==> src/rtl/redirect_ctrl_pkg.sv <==
// redirect_ctrl_pkg: shared redirect cause/state encodings and bus width
`ifndef BUS_WIDTH
`define BUS_WIDTH 32
`endif
package redirect_ctrl_pkg;
  localparam int BUS_W = `BUS_WIDTH;
  typedef enum logic [1:0] {
    C_JUMP    = 2'd0,
    C_MISPRED = 2'd1,
    C_FENCE   = 2'd2,
    C_INT     = 2'd3
  } cause_t;
  typedef enum logic [1:0] {
    S_IDLE     = 2'd0,
    S_WAIT_ACK = 2'd1,
    S_FLUSH    = 2'd2
  } state_t;
endpackage

==> src/rtl/redirect_prio_sel.sv <==
// redirect_prio_sel: fixed-priority redirect cause and target selection
module redirect_prio_sel
  import redirect_ctrl_pkg::*;
#(
  parameter int ADDR_W     = BUS_W,
  parameter int INSN_BYTES = 4
) (
  input  logic              ex_valid,
  input  logic [ADDR_W-1:0] pc_ex,
  input  logic              branch_req,
  input  logic              jal_ex,
  input  logic              jalr_ex,
  input  logic              branch_res,
  input  logic              branch_cal,
  input  logic              update_btb,
  input  logic [ADDR_W-1:0] pc_branch_addr_ex,
  input  logic              clint_int_assert,
  input  logic [ADDR_W-1:0] clint_int_addr,
  input  logic              fence_jump,
  input  logic [ADDR_W-1:0] fence_pc,
  output logic              hit,
  output logic [1:0]        cause,
  output logic [ADDR_W-1:0] target
);
  logic int_c, fence_c, mis_c, jmp_c;
  logic [ADDR_W-1:0] seq_pc;
  always_comb begin
    int_c   = clint_int_assert;
    fence_c = ex_valid & fence_jump;
    mis_c   = ex_valid & branch_req & branch_res;
    jmp_c   = ex_valid & (jal_ex | jalr_ex) & update_btb;
    seq_pc  = pc_ex + ADDR_W'(INSN_BYTES);
    hit     = int_c | fence_c | mis_c | jmp_c;
    cause   = int_c ? C_INT : fence_c ? C_FENCE : mis_c ? C_MISPRED : C_JUMP;
    target  = int_c ? clint_int_addr : fence_c ? fence_pc :
              (mis_c & ~branch_cal) ? seq_pc : pc_branch_addr_ex;
  end
endmodule

==> src/rtl/redirect_ctrl.sv <==
// redirect_ctrl: front-end redirect sequencer with fetch handshake, flushes, BTB write and mispredict count
module redirect_ctrl
  import redirect_ctrl_pkg::*;
#(
  parameter int ADDR_W     = BUS_W,
  parameter int CNT_W      = 32,
  parameter int INSN_BYTES = 4
) (
  input  logic              clk,
  input  logic              rst_n,
  input  logic              ex_valid,
  input  logic [ADDR_W-1:0] pc_ex,
  input  logic              branch_req,
  input  logic              jal_ex,
  input  logic              jalr_ex,
  input  logic              branch_res,
  input  logic              branch_cal,
  input  logic              update_btb,
  input  logic [ADDR_W-1:0] pc_branch_addr_ex,
  input  logic              clint_int_assert,
  input  logic [ADDR_W-1:0] clint_int_addr,
  input  logic              fence_jump,
  input  logic [ADDR_W-1:0] fence_pc,
  input  logic              redirect_ready,
  output logic              redirect_valid,
  output logic [ADDR_W-1:0] redirect_pc,
  output logic              stall_ex,
  output logic              flush_if_id,
  output logic              flush_id_ex,
  output logic              flush_ex_mem,
  output logic              btb_we,
  output logic [ADDR_W-1:0] btb_wpc,
  output logic [ADDR_W-1:0] btb_wtarget,
  output logic              btb_wtaken,
  output logic [CNT_W-1:0]  mispredict_cnt
);
  state_t state;
  logic [1:0] cause, sel_cause;
  logic sel_hit, btb_hit, corr;
  logic [ADDR_W-1:0] sel_target;
  redirect_prio_sel #(.ADDR_W(ADDR_W), .INSN_BYTES(INSN_BYTES)) u_sel (
    .ex_valid(ex_valid), .pc_ex(pc_ex), .branch_req(branch_req), .jal_ex(jal_ex),
    .jalr_ex(jalr_ex), .branch_res(branch_res), .branch_cal(branch_cal),
    .update_btb(update_btb), .pc_branch_addr_ex(pc_branch_addr_ex),
    .clint_int_assert(clint_int_assert), .clint_int_addr(clint_int_addr),
    .fence_jump(fence_jump), .fence_pc(fence_pc),
    .hit(sel_hit), .cause(sel_cause), .target(sel_target)
  );
  always_comb begin
    btb_hit = ex_valid & update_btb & (branch_req | jal_ex | jalr_ex) & ~clint_int_assert & ~fence_jump;
    corr    = sel_hit & (sel_cause == C_MISPRED || sel_cause == C_JUMP);
  end
  always_ff @(posedge clk or negedge rst_n) begin
    if (!rst_n) begin
      state          <= S_IDLE;
      cause          <= C_JUMP;
      redirect_valid <= 1'b0;
      redirect_pc    <= '0;
      stall_ex       <= 1'b0;
      flush_if_id    <= 1'b0;
      flush_id_ex    <= 1'b0;
      flush_ex_mem   <= 1'b0;
      btb_we         <= 1'b0;
      btb_wpc        <= '0;
      btb_wtarget    <= '0;
      btb_wtaken     <= 1'b0;
      mispredict_cnt <= '0;
    end else begin
      btb_we       <= 1'b0;
      flush_if_id  <= 1'b0;
      flush_id_ex  <= 1'b0;
      flush_ex_mem <= 1'b0;
      case (state)
        S_IDLE: begin
          if (sel_hit) begin
            state          <= S_WAIT_ACK;
            cause          <= sel_cause;
            redirect_pc    <= sel_target;
            redirect_valid <= 1'b1;
            stall_ex       <= 1'b1;
          end
          if (btb_hit) begin
            btb_we      <= 1'b1;
            btb_wpc     <= pc_ex;
            btb_wtarget <= pc_branch_addr_ex;
            btb_wtaken  <= branch_cal | jal_ex | jalr_ex;
          end
          if (corr && !(&mispredict_cnt))
            mispredict_cnt <= mispredict_cnt + CNT_W'(1);
        end
        S_WAIT_ACK: begin
          if (redirect_ready) begin
            state          <= S_FLUSH;
            redirect_valid <= 1'b0;
            stall_ex       <= 1'b0;
            flush_if_id    <= 1'b1;
            flush_id_ex    <= 1'b1;
            flush_ex_mem   <= (cause == C_INT);
          end else if (clint_int_assert && cause != C_INT) begin
            // an interrupt displaces a not-yet-accepted redirect in place
            cause       <= C_INT;
            redirect_pc <= clint_int_addr;
          end
        end
        default: state <= S_IDLE;
      endcase
    end
  end
endmodule
==> config.mk <==
export PLATFORM = sky130hd
export DESIGN_NAME = redirect_ctrl
export DESIGN_NICKNAME = d
export VERILOG_FILES = /design/src/rtl/redirect_ctrl_pkg.sv /design/src/rtl/redirect_prio_sel.sv /design/src/rtl/redirect_ctrl.sv
export SDC_FILE = /design/constraint.sdc
export NUM_CORES = 1
export LEC_CHECK = 0
export BUFFER_PORTS_ARGS = -buffer_cell sky130_fd_sc_hd__buf_2
export CORE_MARGIN = 2
export CORE_UTILIZATION = 28
export DETAILED_ROUTE_END_ITERATION = 8
export PLACE_DENSITY_LB_ADDON = 0.3
export SLEW_MARGIN = 30
export SYNTH_ARGS = -nofsm -noshare
export SYNTH_HDL_FRONTEND = slang
export SYNTH_SLANG_ARGS = --single-unit
==> constraint.sdc <==
create_clock -name clk -period 3.2 [get_ports clk]
set_input_delay 0 -clock clk [delete_from_list [all_inputs] [get_ports clk]]
set_output_delay 0 -clock clk [all_outputs]
set_load 0.005 [all_outputs]
==> impl_metrics.csv <==
group,metric,value,unit
layout,syn_to_final_growth,51.0,%
cts,ctsResizeCount,0,
cts,htree_levels,4,
worst_setup_path,r2r_setup_slack,600,ps
power,ir_drop,0.000304,V
sta,fin_setup_tns,0,ps
floorplan,die_h,161,um
floorplan,io_pins,275,
place,gp_congestion,0.856,
power,pwr-share-seq,37.6,%
logic_synthesis,yosys.cell_types.count,59,
cts,numCtsBuffers,17,
logic_synthesis,synth_area,6950,um^2
power,p_comb_share,32.4,%
layout,fillers,2378,
worst_setup_path,arrival,3130,ps
floorplan,start_util,28.6,%
cts,path_clk_slew,60,ps
sta,finalSetupViolCount,0,
sta,fmax,361,MHz
drt,routed_wl,26000,um
sta,worstMarginPinSlew,844,ps
drt,wl_met3,1600,um
drt,viasPerCell,4.77,
cts,insertion_delay,420,ps
worst_setup_path,critical_path_depth,9,
global_route,grt_max_degree,84,
drt,highest_layer,"met5",
logic_synthesis,async_flop_share,100,%
min_path,hp-start,"fence_pc[12]",
drt,drc,0,
global_route,grt_pass1_vias,6947,
worst_setup_path,worstPathCellList,"dlygate4sd3_1 -> buf_2 -> o21a_1 -> o21ai_0 -> a211o_2 -> buf_4 -> nand2_1 -> o21ai_0 -> dlygate4sd3_1",
sta,drv_slew,0,
logic_synthesis,synth_top_area_share,49.4,%
floorplan,die_area,26100,um^2
cts,clockBufferDepth,2,
worst_setup_path,critPathSlowestCell,"o21ai_0",
min_path,hp-class,"input pin to register",
layout,finalNetCount,1221,
worst_setup_path,cp_num_buf_inv,4,
min_path,hold_path_depth,5,
layout,layout_common_cells,"buf_2 (273), dfrtp_1 (137), dlygate4sd3_1 (118), nand2_1 (91), mux2_2 (59)",
logic_synthesis,yosysWarnings,0,
power,switchingPower,2.27,mW
drt,wl_per_cell,18.3,um
power,power.density,683,nW/um^2
logic_synthesis,syn_area_per_cell,9.94,um^2
drt,route.met2.wl,12300,um
logic_synthesis,syn-num-nets,841,
cts,cts_setup_buffers,0,
logic_synthesis,synth_edf_count,0,
logic_synthesis,synthTopCellsByArea,"dfrtp_1 (49%), mux2_2 (9.6%), nand2_1 (4.9%)",
sta,rsz0062_at_grt,"false",
worst_setup_path,rr_startpoint,"state[0]$_DFFE_PN0P_",
layout,mostFrequentLayoutCell,"buf_2",
min_path,hold-path-endpoint,"redirect_pc[12]$_DFFE_PN0P_",
logic_synthesis,synth_top_area_cell,"dfrtp_1",
worst_setup_path,slowest_delay,600,ps
cts,cts_tree,"yes",
worst_setup_path,endpoint_kind,"register",
global_route,grt_pass1_wl,39600,um
drt,wl_met1,11500,um
place,dp_hpwl,18400,um
global_route,gr-usage-all-layers,19.8,%
global_route,grt_overflow,0,
cts,clockRootBuffer,"clkbuf_16",
global_route,antenna_found_initial,7,
sta,post-route-period-util,86.6,%
power,p_leak,4.94,nW
worst_setup_path,critical_path.max_fanout,28,
logic_synthesis,seq_area_frac_synth,49.4,%
layout,drive_gt1_share,35.3,%
cts,cts.sink_count,137,
place,placed_cell_area,8660,um^2
power,intPower,4.89,mW
floorplan,num_rows,57,
place,portBuffers,274,
worst_setup_path,setup.worst_path.start_class,"input pin",
sta,finalClockSkew,10.8,ps
sta,fin_crit,2770,ps
worst_setup_path,cp_data_required_time,3550,ps
drt,postRouteAntennaNets,0,
drt,dr.first_iter.drc_count,400,
sta,slew_headroom,43.5,%
floorplan,die_w,161,um
floorplan,core,24300,um^2
worst_setup_path,crit_family,"buffers and inverters",
power,swShare,31.8,%
worst_setup_path,crit_type,"input pin to register",
job,drv_cap,0,
drt,vias,6782,
sta,hold_viol,0,
power,pwr-share-clk,30.0,%
logic_synthesis,synthCells,699,
worst_setup_path,ff2ff_path_depth,6,
layout,final_cell_area,10500,um^2
worst_setup_path,reg2reg_to,"redirect_pc[15]$_DFFE_PN0P_",
outcome,outcome,"finished, final reports clean",
logic_synthesis,ys.flop_type,"dfrtp_1",
drt,first_pass_iters,5,
logic_synthesis,yosys_register_bits,137,
kinds of logic after synthesis:
kind of cell               synth area share [%]
AOI/OAI and AO/OA                          12.3
muxes                                      10.0
DFF                                        49.4
xor gates and xnor gates                   7.06
and+or+nand+nor                            17.8
buffers and inverters                      3.06
adders and majority gates                 0.360
stage by stage:
stage / hold slack [ps] / cells / total power, mW / setup slack (ps) / utilization [%]
detailed placement: 127 / 1266 / 4.78 / 954 / 35.6
global route: 39.6 / 1421 / 7.61 / 209 / 43.1
finish: 23.8 / 1422 / 7.16 / 429 / 43.1
CTS: 7.62 / 1416 / 7.22 / 429 / 43.1
floorplan: -296 / 699 / 3.65 / 1230 / -
global placement: 125 / 1266 / 4.74 / 728 / 35.6
flip-flops by register name (all words and copies together) (netlist names):
name and count:
mispredict_cnt 32, btb_wpc 32, stall_ex 1, flush_id_ex 1, redirect_pc 32, btb_wtarget 32
btb_wtaken 1, flush_ex_mem 1, cause 2, state 2, btb_we 1
power groups by stage:
stage	Clock [mW]	Sequential (mW)	Combinational (mW)
2_1_floorplan	0	2.75	0.901
3_3_place_gp	0	2.69	2.05
3_5_place_dp	0	2.71	2.07
4_1_cts	2.20	2.69	2.33
5_1_grt	2.28	2.77	2.56
6_report	2.15	2.69	2.32
cells in the mapped netlist, types with 3 or more instances:
cell type / number
nor2_1: 40
mux2_2: 59
o221ai_1: 4
nand4_1: 19
xor2_1: 17
a211oi_1: 13
a31oi_1: 4
nand4b_1: 3
o21a_1: 4
dfrtp_1: 137
mux2i_1: 3
clkbuf_1: 23
and2_1: 6
and3_1: 8
o211ai_1: 4
nor4_1: 4
a21oi_1: 39
a211o_1: 3
nand3_1: 47
buf_2: 7
o21ai_0: 52
buf_1: 6
a311oi_1: 3
inv_1: 8
xnor2_1: 39
nor3_1: 12
buf_4: 3
and4_1: 3
nand2_1: 91
or3_1: 4
per-layer routing:
layer	global-route usage (%)	up-vias
met2	31.5	218
met5	0	-
li1	-	3259
met4	7.02	2
met1	26.0	3263
met3	5.14	40
layout make-up:
cell class	instances	area, um^2	area share [%]
Timing Repair Buffer	402	2650	25.2
Multi-Input combinational cell	513	3340	31.8
Clock buffer	19	433	4.13
Clock inverter	13	193	1.84
Tap cell	324	405	3.87
Inverter	8	30.0	0.286
Antenna cell	6	15.0	0.143
Sequential cell	137	3430	32.7
worst max-delay path by stage:
stage	slack, ps	from	end
6_report	430	jal_ex	redirect_pc[15]$_DFFE_PN0P_
5_1_grt	210	pc_ex[11]	redirect_pc[25]$_DFFE_PN0P_
4_1_cts	430	pc_ex[10]	redirect_pc[25]$_DFFE_PN0P_
3_5_place_dp	950	mispredict_cnt[0]$_DFFE_PN0P_	mispredict_cnt[20]$_DFFE_PN0P_
3_3_place_gp	730	mispredict_cnt[6]$_DFFE_PN0P_	mispredict_cnt[1]$_DFFE_PN0P_
2_1_floorplan	1230	mispredict_cnt[0]$_DFFE_PN0P_	mispredict_cnt[20]$_DFFE_PN0P_
tightest hold or removal path: stages:
cell	delay (ps)
buf_2	70
nand3_1	50
a21oi_1	140
a21oi_1	40
o21ai_0	80
repair_timing:
action | in CTS | in global routing
hold endpoints to repair | 183 | 0
endpoints found under the setup margin | 0 | 0
hold buffers | 118 | 0
Power figures use the tool's default switching activity.
